File: src/rtl/eprisc_bus_pkg.sv
// Shared types and constants for the epRISC system-bus arbiter and byte shifter.
package eprisc_bus_pkg;

   typedef enum logic [1:0] {
      ST_IDLE  = 2'd0,
      ST_SETUP = 2'd1,
      ST_SHIFT = 2'd2,
      ST_GAP   = 2'd3
   } state_e;

   localparam logic [1:0] SELECT_IDLE    = 2'b11;
   localparam int         CMD_WRITE_BIT  = 7;
   localparam int         BYTES_PER_XFER = 5;
   localparam logic [2:0] LAST_BYTE      = 3'(BYTES_PER_XFER - 1);

   function automatic logic [7:0] make_cmd(input logic write, input logic [6:0] addr);
      logic [7:0] c;
      c = {1'b0, addr};
      c[CMD_WRITE_BIT] = write;
      return c;
   endfunction

   // Data byte for index 1..4, MSB byte first; reads drive zeros.
   function automatic logic [7:0] xfer_byte(input logic write, input logic [31:0] wdata,
                                            input logic [2:0] idx);
      logic [7:0] b;
      b = 8'h00;
      if (write) begin
         case (idx)
            3'd1:    b = wdata[31:24];
            3'd2:    b = wdata[23:16];
            3'd3:    b = wdata[15:8];
            3'd4:    b = wdata[7:0];
            default: b = 8'h00;
         endcase
      end
      return b;
   endfunction

endpackage

File: src/rtl/eprisc_bus_byte_shifter.sv
// One bus byte: clock low for CLKDIV cycles then high for CLKDIV cycles,
// MOSI loaded at the falling edge, MISO captured on the edge that raises the clock.
module eprisc_bus_byte_shifter
#(
   parameter int unsigned CLKDIV = 2
)(
   input  logic       clk_i,
   input  logic       rst_n_i,
   input  logic       load_i,
   input  logic       start_i,
   input  logic       clear_i,
   input  logic [7:0] tx_i,
   input  logic [7:0] miso_i,
   output logic       bus_clk_o,
   output logic [7:0] mosi_o,
   output logic [7:0] rx_o,
   output logic       byte_done_o
);

   localparam logic [7:0] HALF_TC = 8'(CLKDIV - 1);

   logic       busy_q, busy_d;
   logic       bus_clk_q, bus_clk_d;
   logic [7:0] cnt_q, cnt_d;
   logic [7:0] mosi_q, mosi_d;
   logic [7:0] rx_q, rx_d;
   logic       tc;

   assign tc = (cnt_q == 8'd0);

   always_comb begin
      busy_d      = busy_q;
      bus_clk_d   = bus_clk_q;
      cnt_d       = cnt_q;
      mosi_d      = mosi_q;
      rx_d        = rx_q;
      byte_done_o = 1'b0;
      if (busy_q) begin
         if (!bus_clk_q) begin
            if (tc) begin
               bus_clk_d = 1'b1;
               rx_d      = miso_i;
               cnt_d     = HALF_TC;
            end else begin
               cnt_d = cnt_q - 8'd1;
            end
         end else begin
            if (tc) begin
               byte_done_o = 1'b1;
               busy_d      = 1'b0;
            end else begin
               cnt_d = cnt_q - 8'd1;
            end
         end
      end
      // A start in the done cycle chains the next byte without a gap.
      if (start_i) begin
         busy_d    = 1'b1;
         bus_clk_d = 1'b0;
         cnt_d     = HALF_TC;
      end
      if (load_i) begin
         mosi_d = tx_i;
      end else if (clear_i) begin
         mosi_d = 8'h00;
      end
   end

   always_ff @(posedge clk_i or negedge rst_n_i) begin
      if (!rst_n_i) begin
         busy_q    <= 1'b0;
         bus_clk_q <= 1'b1;
         cnt_q     <= 8'd0;
         mosi_q    <= 8'h00;
         rx_q      <= 8'h00;
      end else begin
         busy_q    <= busy_d;
         bus_clk_q <= bus_clk_d;
         cnt_q     <= cnt_d;
         mosi_q    <= mosi_d;
         rx_q      <= rx_d;
      end
   end

   assign bus_clk_o = bus_clk_q;
   assign mosi_o    = mosi_q;
   assign rx_o      = rx_q;

endmodule

File: src/rtl/eprisc_bus_arbiter.sv
// Round-robin arbiter between the core LSU (port 0) and DMA (port 1) for the 8-bit system bus.
// state | meaning
// IDLE  | select idle, arbitrate valid requests
// SETUP | select asserted, clock high, command byte on MOSI
// SHIFT | bytes 0..4 (command, then data MSB byte first)
// GAP   | select idle, done pulse, grant dropped
module eprisc_bus_arbiter
   import eprisc_bus_pkg::*;
#(
   parameter int unsigned CLKDIV = 2
)(
   input  logic        iBoardClock,
   input  logic        iBoardReset,
   input  logic        iReq0,
   input  logic [1:0]  iDev0,
   input  logic        iWrite0,
   input  logic [6:0]  iAddr0,
   input  logic [31:0] iWData0,
   input  logic        iReq1,
   input  logic [1:0]  iDev1,
   input  logic        iWrite1,
   input  logic [6:0]  iAddr1,
   input  logic [31:0] iWData1,
   output logic        oGrant0,
   output logic        oDone0,
   output logic        oGrant1,
   output logic        oDone1,
   output logic [31:0] oRData,
   output logic [0:7]  oBusMOSI,
   input  logic [0:7]  iBusMISO,
   output logic        oBusClock,
   output logic [0:1]  oBusSelect,
   input  logic        iBusInterrupt,
   output logic        oIrq
);

   state_e      state_q, state_d;
   logic [2:0]  idx_q, idx_d;
   logic        owner_q, owner_d;
   logic        last_q, last_d;
   logic        write_q, write_d;
   logic [6:0]  addr_q, addr_d;
   logic [1:0]  dev_q, dev_d;
   logic [31:0] wdata_q, wdata_d;
   logic [23:0] rshift_q, rshift_d;
   logic [31:0] rdata_q, rdata_d;
   logic        irq_meta_q, irq_q;

   logic        valid0, valid1, win;
   logic        win_write;
   logic [6:0]  win_addr;
   logic [1:0]  win_dev;
   logic [31:0] win_wdata;
   logic        sh_load, sh_start, sh_clear, sh_done, sh_clk;
   logic [7:0]  sh_tx, sh_rx, sh_mosi, miso;
   logic        busy;

   assign valid0 = iReq0 && (iDev0 != SELECT_IDLE);
   assign valid1 = iReq1 && (iDev1 != SELECT_IDLE);
   // On a tie the port that was not granted last time wins.
   assign win       = (valid0 && valid1) ? ~last_q : valid1;
   assign win_write = win ? iWrite1 : iWrite0;
   assign win_addr  = win ? iAddr1  : iAddr0;
   assign win_dev   = win ? iDev1   : iDev0;
   assign win_wdata = win ? iWData1 : iWData0;
   assign miso      = iBusMISO;

   always_comb begin
      state_d  = state_q;
      idx_d    = idx_q;
      owner_d  = owner_q;
      last_d   = last_q;
      write_d  = write_q;
      addr_d   = addr_q;
      dev_d    = dev_q;
      wdata_d  = wdata_q;
      rshift_d = rshift_q;
      rdata_d  = rdata_q;
      sh_load  = 1'b0;
      sh_start = 1'b0;
      sh_clear = 1'b0;
      sh_tx    = 8'h00;
      case (state_q)
         ST_IDLE: begin
            if (valid0 || valid1) begin
               owner_d = win;
               last_d  = win;
               write_d = win_write;
               addr_d  = win_addr;
               dev_d   = win_dev;
               wdata_d = win_wdata;
               sh_tx   = make_cmd(win_write, win_addr);
               sh_load = 1'b1;
               state_d = ST_SETUP;
            end
         end
         ST_SETUP: begin
            sh_start = 1'b1;
            idx_d    = 3'd0;
            state_d  = ST_SHIFT;
         end
         ST_SHIFT: begin
            if (sh_done) begin
               if (idx_q == LAST_BYTE) begin
                  sh_clear = 1'b1;
                  state_d  = ST_GAP;
                  if (!write_q) begin
                     rdata_d = {rshift_q, sh_rx};
                  end
               end else begin
                  if (idx_q != 3'd0) begin
                     rshift_d = {rshift_q[15:0], sh_rx};
                  end
                  idx_d    = idx_q + 3'd1;
                  sh_tx    = xfer_byte(write_q, wdata_q, idx_q + 3'd1);
                  sh_load  = 1'b1;
                  sh_start = 1'b1;
               end
            end
         end
         ST_GAP: begin
            state_d = ST_IDLE;
         end
         default: begin
            state_d = ST_IDLE;
         end
      endcase
   end

   always_ff @(posedge iBoardClock or negedge iBoardReset) begin
      if (!iBoardReset) begin
         state_q    <= ST_IDLE;
         idx_q      <= 3'd0;
         owner_q    <= 1'b0;
         last_q     <= 1'b1;
         write_q    <= 1'b0;
         addr_q     <= 7'd0;
         dev_q      <= SELECT_IDLE;
         wdata_q    <= 32'd0;
         rshift_q   <= 24'd0;
         rdata_q    <= 32'd0;
         irq_meta_q <= 1'b0;
         irq_q      <= 1'b0;
      end else begin
         state_q    <= state_d;
         idx_q      <= idx_d;
         owner_q    <= owner_d;
         last_q     <= last_d;
         write_q    <= write_d;
         addr_q     <= addr_d;
         dev_q      <= dev_d;
         wdata_q    <= wdata_d;
         rshift_q   <= rshift_d;
         rdata_q    <= rdata_d;
         irq_meta_q <= iBusInterrupt;
         irq_q      <= irq_meta_q;
      end
   end

   eprisc_bus_byte_shifter #(.CLKDIV(CLKDIV)) u_shifter (
      .clk_i       (iBoardClock),
      .rst_n_i     (iBoardReset),
      .load_i      (sh_load),
      .start_i     (sh_start),
      .clear_i     (sh_clear),
      .tx_i        (sh_tx),
      .miso_i      (miso),
      .bus_clk_o   (sh_clk),
      .mosi_o      (sh_mosi),
      .rx_o        (sh_rx),
      .byte_done_o (sh_done)
   );

   assign busy       = (state_q == ST_SETUP) || (state_q == ST_SHIFT);
   assign oGrant0    = busy && !owner_q;
   assign oGrant1    = busy && owner_q;
   assign oDone0     = (state_q == ST_GAP) && !owner_q;
   assign oDone1     = (state_q == ST_GAP) && owner_q;
   assign oBusSelect = busy ? dev_q : SELECT_IDLE;
   assign oBusClock  = sh_clk;
   assign oBusMOSI   = sh_mosi;
   assign oRData     = rdata_q;
   assign oIrq       = irq_q;

endmodule

File: config.mk
export PLATFORM = sky130hd
export DESIGN_NAME = eprisc_bus_arbiter
export DESIGN_NICKNAME = d
export VERILOG_FILES = /design/src/rtl/eprisc_bus_pkg.sv /design/src/rtl/eprisc_bus_byte_shifter.sv /design/src/rtl/eprisc_bus_arbiter.sv
export SDC_FILE = /design/constraint.sdc
export NUM_CORES = 1
export LEC_CHECK = 0
export ABC_AREA = 1
export CORE_MARGIN = 8
export CORE_UTILIZATION = 51
export DETAILED_ROUTE_END_ITERATION = 10
export GPL_TIMING_DRIVEN = 0
export PLACE_DENSITY = 0.82
export SLEW_MARGIN = 25
export SYNTH_ARGS = -nofsm -noshare
export SYNTH_HDL_FRONTEND = slang
export SYNTH_HIERARCHICAL = 1
export SYNTH_SLANG_ARGS = --single-unit
File: constraint.sdc
create_clock -name iBoardClock -period 2.95 [get_ports iBoardClock]
set_clock_uncertainty 0.2 [all_clocks]
set_input_delay 0.885 -clock iBoardClock [delete_from_list [all_inputs] [get_ports iBoardClock]]
set_output_delay 0.885 -clock iBoardClock [all_outputs]
set_load 0.01 [all_outputs]
# Yosys cells after proc, flatten, opt, wreduce, memory -nomap -nowiden
# Index checks and enable logic that the tools add are counted.
[word_totals]
regBits = 126
in_bits = 97
wordCells = 104
[op_classes]
n_reduce_logical = 23
addsub = 2
n_mux = 44
eq_ne = 15
bitwise = 4
[ops]
columns = ["operator", "n"]
rows = [
  ["$mux 8", 11],
  ["$mux 32", 1],
  ["$pmux 8 s4", 1],
  ["$mux 1", 18],
  ["$pmux 8 s2", 1],
  ["$ne 2x2->1 const B", 6],
  ["$mux 2", 5],
  ["$reduce_and 3->1", 3],
  ["$logic_not 8->1", 1],
  ["$pmux 2 s4", 1],
  ["$reduce_and 4->1", 2],
  ["$sub 8x1->8 const B", 1],
  ["$logic_and 1x1->1", 7],
  ["$mux 7", 1],
  ["$eq 3x2->1 const B", 2],
  ["$eq 3x3->1 const B", 2],
  ["$mux 3", 2],
  ["$pmux 3 s2", 1],
  ["$reduce_bool 2->1", 3],
  ["$eq 2x2->1 const B", 2],
  ["$not 1->1", 4],
  ["$pmux 1 s2", 2],
  ["$reduce_and 2->1", 2],
  ["$add 3x1->3 const B", 1],
  ["7 further kinds", 8],
]

# Depth between registers and ports, before layout
# Gate-level depths: netlist (run 1).
[logic_depth]
word_depth = 8
depth_mapped = 16
ltp_nobuf = 16

# Modules after synthesis
# The synthesis (run 1) kept the hierarchy.
[modules_own_cells]
columns = ["mod", "cells_each", "area_per_inst_um2", "n_inst", "seq_area_each_um2"]
rows = [
  ["eprisc_bus_arbiter", 682, 5175.0, 1, 2506.2],
  ["eprisc_bus_byte_shifter", 159, 1340.0, 1, 651.9],
]

# Worst setup path before layout (run 1)
# OpenSTA, ideal clock, no wires.
[synth_path]
path_kind = "input port to flip-flop"
start = "input port iDev1[1]"
end = "register u_shifter.mosi_q[0] (netlist: u_shifter/mosi_o[0])"
required_time_ns = 2.667
arrival_ns = 2.359
path_buffers = 4
path_stages = 13
setup_time_ns = 0.083
setup_slack_ns = 0.308
cell_sequence = "inv_1 > o21ai_1 > nand2_1 > inv_1 > nor2_4 > inv_2 > buf_4 > buf_4 > o21ai_0 > clkbuf_1 > or2_2 > clkbuf_1 > o21ai_0"
[synth_between]
word_cells_on_any_way = 12
cone_classes = "1 x eq/ne; 7 x mux; 4 x reduce/logical"
[synth_lines]
columns = ["item", "line_no", "source"]
rows = [
  ["from (decl)", "eprisc_bus_arbiter.sv:20", "input logic [1:0] iDev1,"],
  ["$ne 2x2->1 (*)", "eprisc_bus_arbiter.sv:59", "assign valid1 = iReq1 && (iDev1 != SELECT_IDLE);"],
  ["$logic_and 1x1->1 (*)", "eprisc_bus_arbiter.sv:59", ""],
  ["$logic_or 1x1->1 (*)", "eprisc_bus_arbiter.sv:85", "if (valid0 || valid1) begin"],
  ["$mux 1 (*)", "eprisc_bus_arbiter.sv:85", ""],
  ["$pmux 1 s2 (*)", "eprisc_bus_arbiter.sv:83", "case (state_q)"],
  ["named net sh_load", "eprisc_bus_arbiter.sv:54", "logic sh_load, sh_start, sh_clear, sh_done, sh_clk;"],
  ["$mux 8 / $reduce_bool 2->1 (equally long branches)", "-", ""],
  ["to (signal assigned)", "eprisc_bus_byte_shifter.sv:80", "mosi_q <= mosi_d;"],
  ["to (decl)", "eprisc_bus_byte_shifter.sv:25", "logic [7:0] mosi_q, mosi_d;"],
]
# The timed path passes the listed nets; every way through them passes the cells marked *.
# A chain may end at the register's enable or synchronous reset.

# Worst setup path after layout (run 1)
[layout_path]
start = "register state_q[0]"
end = "output port oGrant1"
[layout_between]
elab_chain_len = 3
word_cells_on_any_way = 4
cone_classes = "2 x eq/ne; 2 x reduce/logical"
[layout_rtl]
columns = ["item", "line_no", "source"]
rows = [
  ["from (decl)", "eprisc_bus_arbiter.sv:37", "state_e state_q, state_d;"],
  ["from (signal assigned)", "eprisc_bus_arbiter.sv:145", "state_q <= state_d;"],
  ["$eq 2x1->1 / $eq 2x2->1 (equally long branches)", "eprisc_bus_arbiter.sv:174", "assign busy = (state_q == ST_SETUP) || (state_q == ST_SHIFT);"],
  ["$logic_or 1x1->1 (*)", "eprisc_bus_arbiter.sv:174", ""],
  ["$logic_and 1x1->1 (*)", "eprisc_bus_arbiter.sv:176", "assign oGrant1 = busy && owner_q;"],
  ["to (decl)", "eprisc_bus_arbiter.sv:26", "output logic oGrant1,"],
]
# Every way passes the cells marked *; elsewhere a longest branch is shown, timed or not.

==> results of run 1 <==
[cell families after synthesis]
family	share of synthesized area (%)
simple gates	30.0
buf+inv	9.97
flops	48.5
compound gates	7.32
fa+ha+maj	2.11
mux	1.84
xor+xnor	0.269
[worst max-delay path: stages, from the launching register on]
cell and delay, ns:
dfrtp_1 0.35, inv_1 0.09, ha_4 0.31, nand2_1 0.05
inv_1 0.05, clkdlybuf4s50_1 0.53
[per-layer routing]
metal | global-route usage [%] | part of all wire (%) | wire length [µm]
met5 | 0 | 0 | 0
met2 | 34.8 | 48 | 8010
met1 | 25.0 | 44 | 7270
met3 | 4.85 | 6.3 | 1050
met4 | 7.46 | 1.9 | 312
[power breakdown]
group / switching, µW / leakage, µW / internal (µW)
Sequential: 299 / 0.00165 / 2180
Clock: 869 / 0.000284 / 1210
Combinational: 1290 / 0.00254 / 935
Total: 2460 / 0.00448 / 4320
[area by class of cell]
type / instances / area (µm²)
inverter: 105 / 394
multi-input combinational: 574 / 2730
timing repair buffer: 147 / 1490
fill: 1004 / 3740
sequential: 126 / 3160
buffer: 34 / 249
tap: 172 / 215
clock buffer: 17 / 425
clock inverter: 15 / 169
[synthesized netlist by cell type]
| master | number | share of area (%) |
|---|---|---|
| nand2_1 | 380 | 22 |
| dfrtp_1 | 122 | 47 |
| inv_1 | 103 | 5.9 |
| nand3_1 | 47 | 3.6 |
| o21ai_0 | 35 | 2.7 |
| o21ai_1 | 29 | 2.2 |
| nor2_1 | 14 | 0.81 |
| buf_6 | 11 | 1.9 |
| ha_1 | 11 | 2.1 |
| nand4_1 | 10 | 0.96 |
| buf_2 | 9 | 0.69 |
| o21ai_2 | 9 | 1.2 |
| mux2_4 | 8 | 1.8 |
| buf_4 | 7 | 0.81 |
| clkbuf_1 | 6 | 0.35 |
| nand2_2 | 6 | 0.58 |
| dfstp_2 | 4 | 1.6 |
| a21oi_1 | 3 | 0.23 |
| buf_1 | 3 | 0.17 |
| nand2_4 | 3 | 0.52 |
| nor2_4 | 3 | 0.52 |
| or2_2 | 3 | 0.29 |
| a21boi_1 | 2 | 0.23 |
| a21oi_4 | 2 | 0.50 |
| inv_2 | 2 | 0.12 |
| a21oi_2 | 1 | 0.13 |
| nand3_4 | 1 | 0.27 |
| nor2_2 | 1 | 0.096 |
| nor2_8 | 1 | 0.31 |
| nor3_1 | 1 | 0.077 |
| o22ai_1 | 1 | 0.096 |
| or2_1 | 1 | 0.096 |
| xnor2_1 | 1 | 0.13 |
| xor2_1 | 1 | 0.13 |
[per-stage QoR]
| stage | setup WS (ns) | instances |
|---|---|---|
| finish | 0.0708 | 1190 |
| detailed placement | -0.635 | 1158 |
| floorplan | 0.308 | 841 |
| global route | 0.00364 | 1190 |
| global placement | -4.05 | 1157 |
| CTS | 0.00412 | 1191 |
[flip-flops by register name, summed over array words and instances (netlist names)]
register / count
u_shifter/busy_q: 1
idx_q: 3
dev_q: 2
write_q: 1
owner_q: 1
last_q: 1
u_shifter/bus_clk_o: 1
rshift_q: 24
wdata_q: 32
u_shifter/cnt_q: 8
u_shifter/rx_o: 8
oRData: 32
u_shifter/mosi_o: 8
irq_meta_q: 1
oIrq: 1
state_q: 2
[final timing paths]
kind,end
min in group asynchronous,u_shifter/mosi_o[4]
worst max register to register,u_shifter/cnt_q[6]
worst min register to register,oIrq
max in group asynchronous,u_shifter/bus_clk_o
worst min-delay path,oIrq
worst max-delay path,oGrant1
[what timing repair did]
| action | in CTS | in global routing |
|---|---|---|
| endpoints found under the setup margin | 12 | 16 |
| gates resized for setup | 9 | 8 |
| cloned | 0 | 0 |
| buffers inserted | 2 | 0 |
==> reports/qor.yml, run 1 <==
run_status: "complete, no violations"
die_width_um: 129
die_height_um: 129
fin_nets: 1113
grt_use_total_pct: 20.5
initial_core_util_pct: 51.8
cts.clk_slew.worst_paths_ns: 0.06
worstSetupStartpoint: "state_q[0]"
numPortBuffers: 144
wl_mm: 16.6
final_setup_viols: 0
maxCapViolations: 0
cts_tree: "done"
power.ir.vdd_worst_uv: 467
layout-drive-gt1-share_pct: 10.9
worst-slew-pin-transition_ns: 0.518
ant_nets: 0
area_delta_synth_final_pct: 35.5
worst_hold_path_type: "flip-flop to flip-flop"
setup_repair_after_global_routing_missed_its_margin: "no"
antenna_cells: 0
cellPowerDensity_nw_per_um2: 768
cts_made_buffers: 17
via_count: 5798
wire_length_of_the_first_global_routing_pass_mm: 27.4
drt-initial-drc-count: 452
grt_start_max_net_pins: 72
dpl.hpwl_mm: 12.1
layout.cells.most_common: "nand2_1"
grt_pass1_vias: 5786
setup_total_negative_slack_ns: 0
synth.avg_cell_area_um2: 7.75
cts-root-buf: "clkbuf_16"
r2r.worst_path.cells: 15
ff2ff_setup_slack_ns: 0.25
wire_per_inst_um: 14.0
avgViaCountPerCell: 4.87
clkSinkCount: 126
critical_path_peak_fanout: 7
clk_latency_worst_skew_pair_ns: 0.41
postSynthNetCount: 949
fp-row-count: 41
cts.hold.buffers_added: 0
area_inside_the_core_boundary_um2: 12600
antenna_found_initial: 0
synth_seq_cells: 126
worst_hold_slack_ns: 0.170
worst_hold_startpoint: "irq_meta_q"
fp.dieArea_um2: 16600
cp.required_ns: 1.87
worst_slew_slack_as_a_fraction_of_its_limit_pct: 65.4
worst_setup_path_end_kind: "primary output"
yosysSeqAreaShare_pct: 48.5
leakage_uw: 0.00448
firstDrtPassIters: 5
fin_area_um2: 8830
reg2reg_from: "u_shifter/cnt_q[0]"
timing.critical_path.from_type: "flip-flop"
report.final.slew_viol_count: 0
finalHoldViolations: 0
synthesis.area_um2: 6510
post_dp_cell_area_um2: 8200
timing.final.crit_share_pct: 97.6
unique_cell_type_count_in_the_yosys_netlist: 34
place.gp.congestion: 0.867
grt_remaining_overflow: 0
criticalPathCategory: "flip-flop to primary output"
ios: 145
final_cell_mix: "nand2_1 (379), clkdlybuf4s50_1 (140), dfrtp_1 (122)"
finalPower_uw: 6780
clock.fmax_mhz: 347
critical_path_arrival_ns: 1.79
bufs_on_longest_clock_path: 2
h-tree-depth: 4
finalWorstPathRequiredPeriod_ns: 2.88
mapped_cells: 841
synth-warning-count: 6
worst_hold_path_cells: 0
remaining_design_rule_violation_count: 0
utilization_pct: 70.2
Note: power is estimated with default switching activity, not from simulation.
==> run 2: changes to the inputs <==
CELL_PAD_IN_SITES_DETAIL_PLACEMENT = 2   (was not set)
CELL_PAD_IN_SITES_GLOBAL_PLACEMENT = 2   (was not set)
CORE_UTILIZATION = 29   (was 51)
==> reports/qor.yml, run 2 (synthesis gave the netlist of run 1 again) <==
criticalPathCategory: "flip-flop to primary output"
power.switching_uw: 2640  # +7.2%
worst_slew_slack_as_a_fraction_of_its_limit_pct: 58.6  # -6.8 points
report.final.slew_viol_count: 0  # unchanged
avgViaCountPerCell: 4.60  # -5.6%
maxCapViolations: 0  # unchanged
ant_nets: 0  # unchanged
leakage_uw: 0.00454  # +1.3%
die_width_um: 166  # +29%
remaining_design_rule_violation_count: 0  # unchanged
timing.critical_path.slowest_stage_cell: "dfrtp_1"
timing.final.crit_share_pct: 98.3  # +0.68 points
final_cell_mix: "nand2_1 (379), clkdlybuf4s50_1 (138), dfrtp_1 (122)"
setup_total_negative_slack_ns: 0  # unchanged
critical_path_peak_fanout: 5  # -2
final_setup_viols: 0  # unchanged
post_layout_nonfiller_instances: 1306  # +9.7%
critical_path_arrival_ns: 1.81  # +0.02 ns
cp.required_ns: 1.87  # about the same
finalHoldViolations: 0  # unchanged
dpl.hpwl_mm: 16.7  # +37%
seq_power_share_pct: 35.2  # -1.3 points
grt_start_max_net_pins: 91  # +26%
worst-slew-pin-transition_ns: 0.621  # +0.103 ns
utilization_pct: 40.3  # -30 points
dpl_cells: 1271  # +9.8%
critPathBufInv: 3  # unchanged
worst_setup_path_end_kind: "primary output"
fillerInstances: 2540  # +150%
power.ir.vdd_worst_uv: 341  # -27%
cpPeakStageDelay_ns: 0.40  # -0.13 ns
cts-root-buf: "clkbuf_16"
fin_nets: 1116  # +0.27%
via_count: 6010  # +3.7%
wl_mm: 23.1  # +39%
cts_tree: "done"
fin_area_um2: 9020  # +2.2%
netSwitchingFraction_pct: 36.9  # +0.57 points
numPortBuffers: 144  # unchanged
drt-initial-drc-count: 211  # -53%
critical_path.top_delay_family: "buffers and inverters"
cellPowerDensity_nw_per_um2: 793  # +3.3%
finalPower_uw: 7150  # +5.5%
fp.dieArea_um2: 27500  # +65%
grt_pass1_vias: 7018  # +21%
clkSinkCount: 126  # unchanged
firstDrtPassIters: 4  # -1
antenna_found_initial: 0  # unchanged
antenna_cells: 0  # unchanged
layout.cells.most_common: "nand2_1"
clk_latency_worst_skew_pair_ns: 0.42  # about the same
ios: 145  # unchanged
wire_per_inst_um: 17.7  # +26%
clock.fmax_mhz: 345  # -0.69%
timing.critical_path.from_type: "flip-flop"
ff2ff_setup_slack_ns: 0.14  # -0.11 ns
die_height_um: 166  # +29%
power.clock.fraction_pct: 30.8  # +0.2 points
grt_remaining_overflow: 0  # unchanged
worst_hold_path_type: "input port to asynchronous set/reset pin"
fp-row-count: 55  # +34%
wire_length_of_the_first_global_routing_pass_mm: 37.5  # +37%
area_delta_synth_final_pct: 38.4
grt_use_total_pct: 16.8  # -3.7 points
bufs_on_longest_clock_path: 2  # unchanged
post_dp_cell_area_um2: 8350  # +1.7%
crit_path_cell_trace: "inv_2, ha_4, inv_1, or2_2, dlygate4sd2_1"
area_inside_the_core_boundary_um2: 22400  # +78%
cell_int_power_uw: 4520  # +4.6%
run_status: "complete, no violations"
cts_made_buffers: 17  # unchanged
h-tree-depth: 4  # unchanged
layout-drive-gt1-share_pct: 11.2  # +0.26 points
initial_core_util_pct: 29.1  # -23 points
cts.clk_slew.worst_paths_ns: 0.06  # about the same
combPwrFrac_pct: 34.0  # +1.1 points
place.gp.congestion: 0.742  # -14%
finalWorstPathRequiredPeriod_ns: 2.90  # +0.0201 ns
==> run 2: cell types whose count changed in the layout (fill, tap and decap cells not counted), moves of 3 or more <==
cell        change
clkinv_4        +3
buf_4           +3
clkinvlp_4      -3
o21ai_1         -4
inv_8           -4
o21ai_0         +4
==> run 2: repair_timing <==
action                                  4_1_cts  5_1_grt
endpoints found under the setup margin       19       20
setup buffers                                 2        3
pin swaps                                     0        1
hold buffers                                  0        0
gates resized for setup                      10        9
==> run 2: power by group through the flow <==
stage	combinational, µW	sequential (µW)	clock, µW
after CTS	2390	2510	2240
after floorplan	1410	2450	0
after global routing	2750	2560	2310
final	2430	2520	2210
after detailed placement	2310	2540	0
after global placement	2210	2520	0
==> run 2: per-layer routing <==
layer | vias up | GRT usage, % | wire (µm)
li1 | 2915 | - | -
met1 | 2946 | 20.2 | 10200
met2 | 122 | 29.7 | 11600
met3 | 27 | 3.92 | 853
met4 | 0 | 4.19 | 367
met5 | - | 0 | 0
==> run 2: area by class of cell <==
class,count,area [µm²],area share [%]
tap,285,357,3.95
multi-input combinational,574,2740,30.3
sequential,126,3160,35.0
clock buffer,19,433,4.80
clock inverter,13,176,1.96
buffer,34,251,2.79
inverter,105,394,4.37
timing repair buffer,150,1510,16.8
==> run 2: worst paths after layout <==
check | from | end | depth (start not counted)
setup / recovery | state_q[0] | oBusSelect[0] | 5
max in group asynchronous | iBoardReset | last_q | 2
setup reg to reg | u_shifter/cnt_q[0] | u_shifter/cnt_q[4] | 15
min in group iBoardClock | irq_meta_q | oIrq | 0
hold reg to reg | irq_meta_q | oIrq | 0
hold / removal | iBoardReset | u_shifter/mosi_o[6] | 1
==> run 2: stage by stage <==
| stage | setup WS, ns | hold slack (ns) |
|---|---|---|
| 2_1_floorplan | 0.308 | 0.131 |
| 3_3_place_gp | -4.49 | 0.133 |
| 3_5_place_dp | -0.833 | 0.146 |
| 4_1_cts | 0.00618 | 0.141 |
| 5_1_grt | -0.102 | 0.144 |
| 6_report | 0.0507 | 0.137 |
==> run 3: changes to the inputs <==
SYNTH_HIERARCHICAL = not set   (was 1)
==> reports/qor.yml, run 3 <==
criticalPathCategory: "flip-flop to primary output"
synth_fa_ha_area_share_pct: 2.36  # +0.25 points
antenna_cells: 0  # unchanged
critical_r2r_capture: "u_shifter.mosi_o[5]"
synth_top_flop_cell: "dfrtp_1"
area_inside_the_core_boundary_um2: 20000  # -11%
critical_path_peak_fanout: 4  # -1
antenna_found_initial: 0  # unchanged
fin_nets: 965  # -14%
synth_top_cells_by_area: "dfrtp_1 (52%), nand2_1 (10%), o21ai_0 (7.4%)"
place.gp.congestion: 0.840  # +13%
setup_repair_after_global_routing_missed_its_margin: "no"
critical_path.top_delay_family: "buffers and inverters"
fp-row-count: 52  # -5.5%
post_layout_nonfiller_instances: 1140  # -13%
clock.fmax_mhz: 350  # +1.5%
r2r.worst_path.cells: 9  # -6
synth.avg_cell_area_um2: 8.43  # +8.8%
synth_top_family_by_area: "simple AND/OR/NAND/NOR gates"
synth_edf_count: 0  # unchanged
asyncSetResetFlopFracSynth_pct: 100  # unchanged
layout.cells.most_common: "nand2_1"
crit_path_cell_trace: "inv_1, ha_4, nand2_1, clkdlybuf4s50_1"
worst_hold_slack_ns: 0.156  # +0.0186 ns
bufs_on_longest_clock_path: 2  # unchanged
wl_mm: 20.9  # -9.4%
clk_latency_worst_skew_pair_ns: 0.42  # about the same
drt-initial-drc-count: 161  # -24%
ff2ff_setup_slack_ns: 0.64  # +0.50 ns
report.final.slew_viol_count: 0  # unchanged
grt_start_max_net_pins: 74  # -19%
reg2reg_from: "idx_q[0]"
worst_hold_path_cells: 0
synth_mux_area_share_pct: 0  # -1.8 points
synth_simple_gate_area_share_pct: 20.3  # -9.7 points
avgViaCountPerCell: 4.65  # +0.95%
yosysTopAreaCell: "dfrtp_1"
fp.dieArea_um2: 24900  # -9.6%
cts-root-buf: "clkbuf_16"
layout-drive-gt1-share_pct: 8.28  # -2.9 points
dpl_cells: 1106  # -13%
firstDrtPassIters: 4  # unchanged
power.clock.fraction_pct: 29.0  # -1.8 points
cts_made_buffers: 17  # unchanged
post-synth-top-count-cell: "nand2_1"
synth_compound_gate_area_share_pct: 14.7  # +7.4 points
cts_tree: "done"
combPwrFrac_pct: 34.5  # +0.5 points
postSynthNetCount: 799  # -16%
post_dp_cell_area_um2: 7640  # -8.5%
grt_pass1_vias: 6241  # -11%
synthesis.area_um2: 5820  # -11%
cell_int_power_uw: 4360  # -3.4%
seq_power_share_pct: 36.6  # +1.4 points
initial_core_util_pct: 29.2  # +0.029 points
grt_use_total_pct: 17.8  # +0.98 points
critPathBufInv: 2  # -1
maxCapViolations: 0  # unchanged
h-tree-depth: 4  # unchanged
cpPeakStageDelay_ns: 0.53  # +0.13 ns
numPortBuffers: 144  # unchanged
synth_seq_cells: 126  # unchanged
run_status: "complete, no violations"
unique_cell_type_count_in_the_yosys_netlist: 28  # -18%
fin_area_um2: 8240  # -8.7%
mapped_cells: 691  # -18%
power.ir.vdd_worst_uv: 375  # +10%
final_setup_viols: 0  # unchanged
pre_cts_slack_ns: -0.207  # +0.627 ns
worst_slew_slack_as_a_fraction_of_its_limit_pct: 59.1  # +0.47 points
timing.final.crit_share_pct: 96.9  # -1.4 points
power.switching_uw: 2650  # +0.38%
worst_hold_startpoint: "irq_meta_q"
wire_per_inst_um: 18.3  # +3.8%
yosys.area_share.xor_xnor_pct: 0.752  # +0.48 points
ios: 145  # unchanged
setup_ws_ns: 0.0924  # +0.0417 ns
finalWorstPathRequiredPeriod_ns: 2.86  # -0.0417 ns
post_synth_most_frequent_cells: "nand2_1 (156), dfrtp_1 (122), o21ai_0 (86)"
wire_length_of_the_first_global_routing_pass_mm: 34.2  # -8.7%
via_count: 5296  # -12%
netSwitchingFraction_pct: 37.8  # +0.90 points
worst_setup_path_end_kind: "primary output"
dpl.hpwl_mm: 16.0  # -4.4%
synth-warning-count: 0  # -6
remaining_design_rule_violation_count: 0  # unchanged
die_height_um: 158  # -4.9%
yosysSeqAreaShare_pct: 54.2  # +5.7 points
cts.hold.buffers_added: 0  # unchanged
timing.critical_path.slowest_stage_cell: "clkdlybuf4s50_1"
die_width_um: 158  # -4.9%
min_to: "oIrq"
synth_top_area_share_pct: 52.4  # +5.6 points
final_cell_mix: "nand2_1 (156), clkdlybuf4s50_1 (141), dfrtp_1 (122)"
cp.required_ns: 1.87  # about the same
grt_remaining_overflow: 0  # unchanged
critical_path_arrival_ns: 1.77  # -0.04 ns
worst_hold_path_type: "flip-flop to flip-flop"
cts.clk_slew.worst_paths_ns: 0.06  # about the same
utilization_pct: 41.2  # +0.91 points
timing.critical_path.from_type: "flip-flop"
cellPowerDensity_nw_per_um2: 851  # +7.3%
worst-slew-pin-transition_ns: 0.612  # -0.00930 ns
ant_nets: 0  # unchanged
finalHoldViolations: 0  # unchanged
fillerInstances: 2270  # -11%
area_delta_synth_final_pct: 41.4
clkSinkCount: 126  # unchanged
leakage_uw: 0.00384  # -15%
-- run 3: changes by cell type after synthesis, moves of 4 or more --
| cell | previous run | this run |
|---|---|---|
| o21ai_1 | 29 | 53 |
| o22ai_1 | 1 | 10 |
| buf_6 | 11 | 4 |
| buf_4 | 7 | 0 |
| clkbuf_1 | 6 | 19 |
| mux2_4 | 8 | 0 |
| o21ai_2 | 9 | 4 |
| inv_1 | 103 | 74 |
| xor2_1 | 1 | 5 |
| nand2_1 | 380 | 156 |
| nand3_1 | 47 | 28 |
| a21oi_1 | 3 | 11 |
| o21ai_0 | 35 | 86 |
| nor2_1 | 14 | 70 |
-- run 3: how the worst max path moves through the flow --
| stage | from | end | slack, ns | cells past startpoint |
|---|---|---|---|---|
| CTS | state_q[0] | oGrant1 | 0.04 | 5 |
| global placement | iBoardReset | wdata_q[17] | -4.50 | 1 |
| finish | state_q[1] | oBusSelect[1] | 0.09 | 4 |
| global route | state_q[0] | oDone0 | 0.01 | 5 |
| floorplan | state_q[0] | oGrant0 | 0.71 | 5 |
| detailed placement | iDev1[0] | wdata_q[7] | -0.21 | 9 |
-- run 3: power groups by stage --
| stage | logic (µW) | registers, µW | clock network, µW |
|---|---|---|---|
| floorplan | 1330 | 2550 | 0 |
| global placement | 2270 | 2570 | 0 |
| detailed placement | 2390 | 2600 | 0 |
| CTS | 2480 | 2570 | 2090 |
| global route | 2740 | 2630 | 2170 |
| finish | 2420 | 2560 | 2030 |
-- run 3: per-layer routing --
metal | share of wire [%] | vias to the layer above | GRT usage [%] | routed length (µm)
met5 | 0 | - | 0 | 0
met4 | 1.4 | 0 | 4.67 | 303
met3 | 6.7 | 19 | 6.03 | 1410
met2 | 51 | 132 | 32.0 | 10700
met1 | 41 | 2579 | 19.6 | 8470
li1 | - | 2566 | - | -
-- run 3: stage by stage --
stage | TNS (ns) | total power, µW
2_1_floorplan | 0 | 3870
3_3_place_gp | -561.62 | 4840
3_5_place_dp | -3.86 | 4990
4_1_cts | 0 | 7150
5_1_grt | 0 | 7540
6_report | 0 | 7010
-- run 3: layout make-up --
type | count | area (µm²) | area share (%)
flip-flops and latches | 126 | 3160 | 38.3
multi-input cells | 457 | 2230 | 27.1
repair buffers | 148 | 1500 | 18.2
clock buffers | 17 | 425 | 5.17
well taps | 270 | 338 | 4.10
inverters | 76 | 287 | 3.48
plain buffers | 31 | 158 | 1.91
clock inverters | 15 | 141 | 1.72
-- run 3: kinds of logic (layout without fill, tap and decap cells) --
family | Yosys count | in the layout
simple gates | 276 | 276
buf+inv | 108 | 287
fa+ha+maj | 11 | 11
xor+xnor | 5 | 5
compound gates | 165 | 165
flops | 126 | 126
-- run 3: what timing repair did --
item / in CTS / in global routing
endpoints found under the setup margin: 4 / 2
endpoints found under the hold margin: 0 / 0
gates resized for setup: 3 / 2
pin swaps: 1 / 0
buffers inserted: 3 / 0
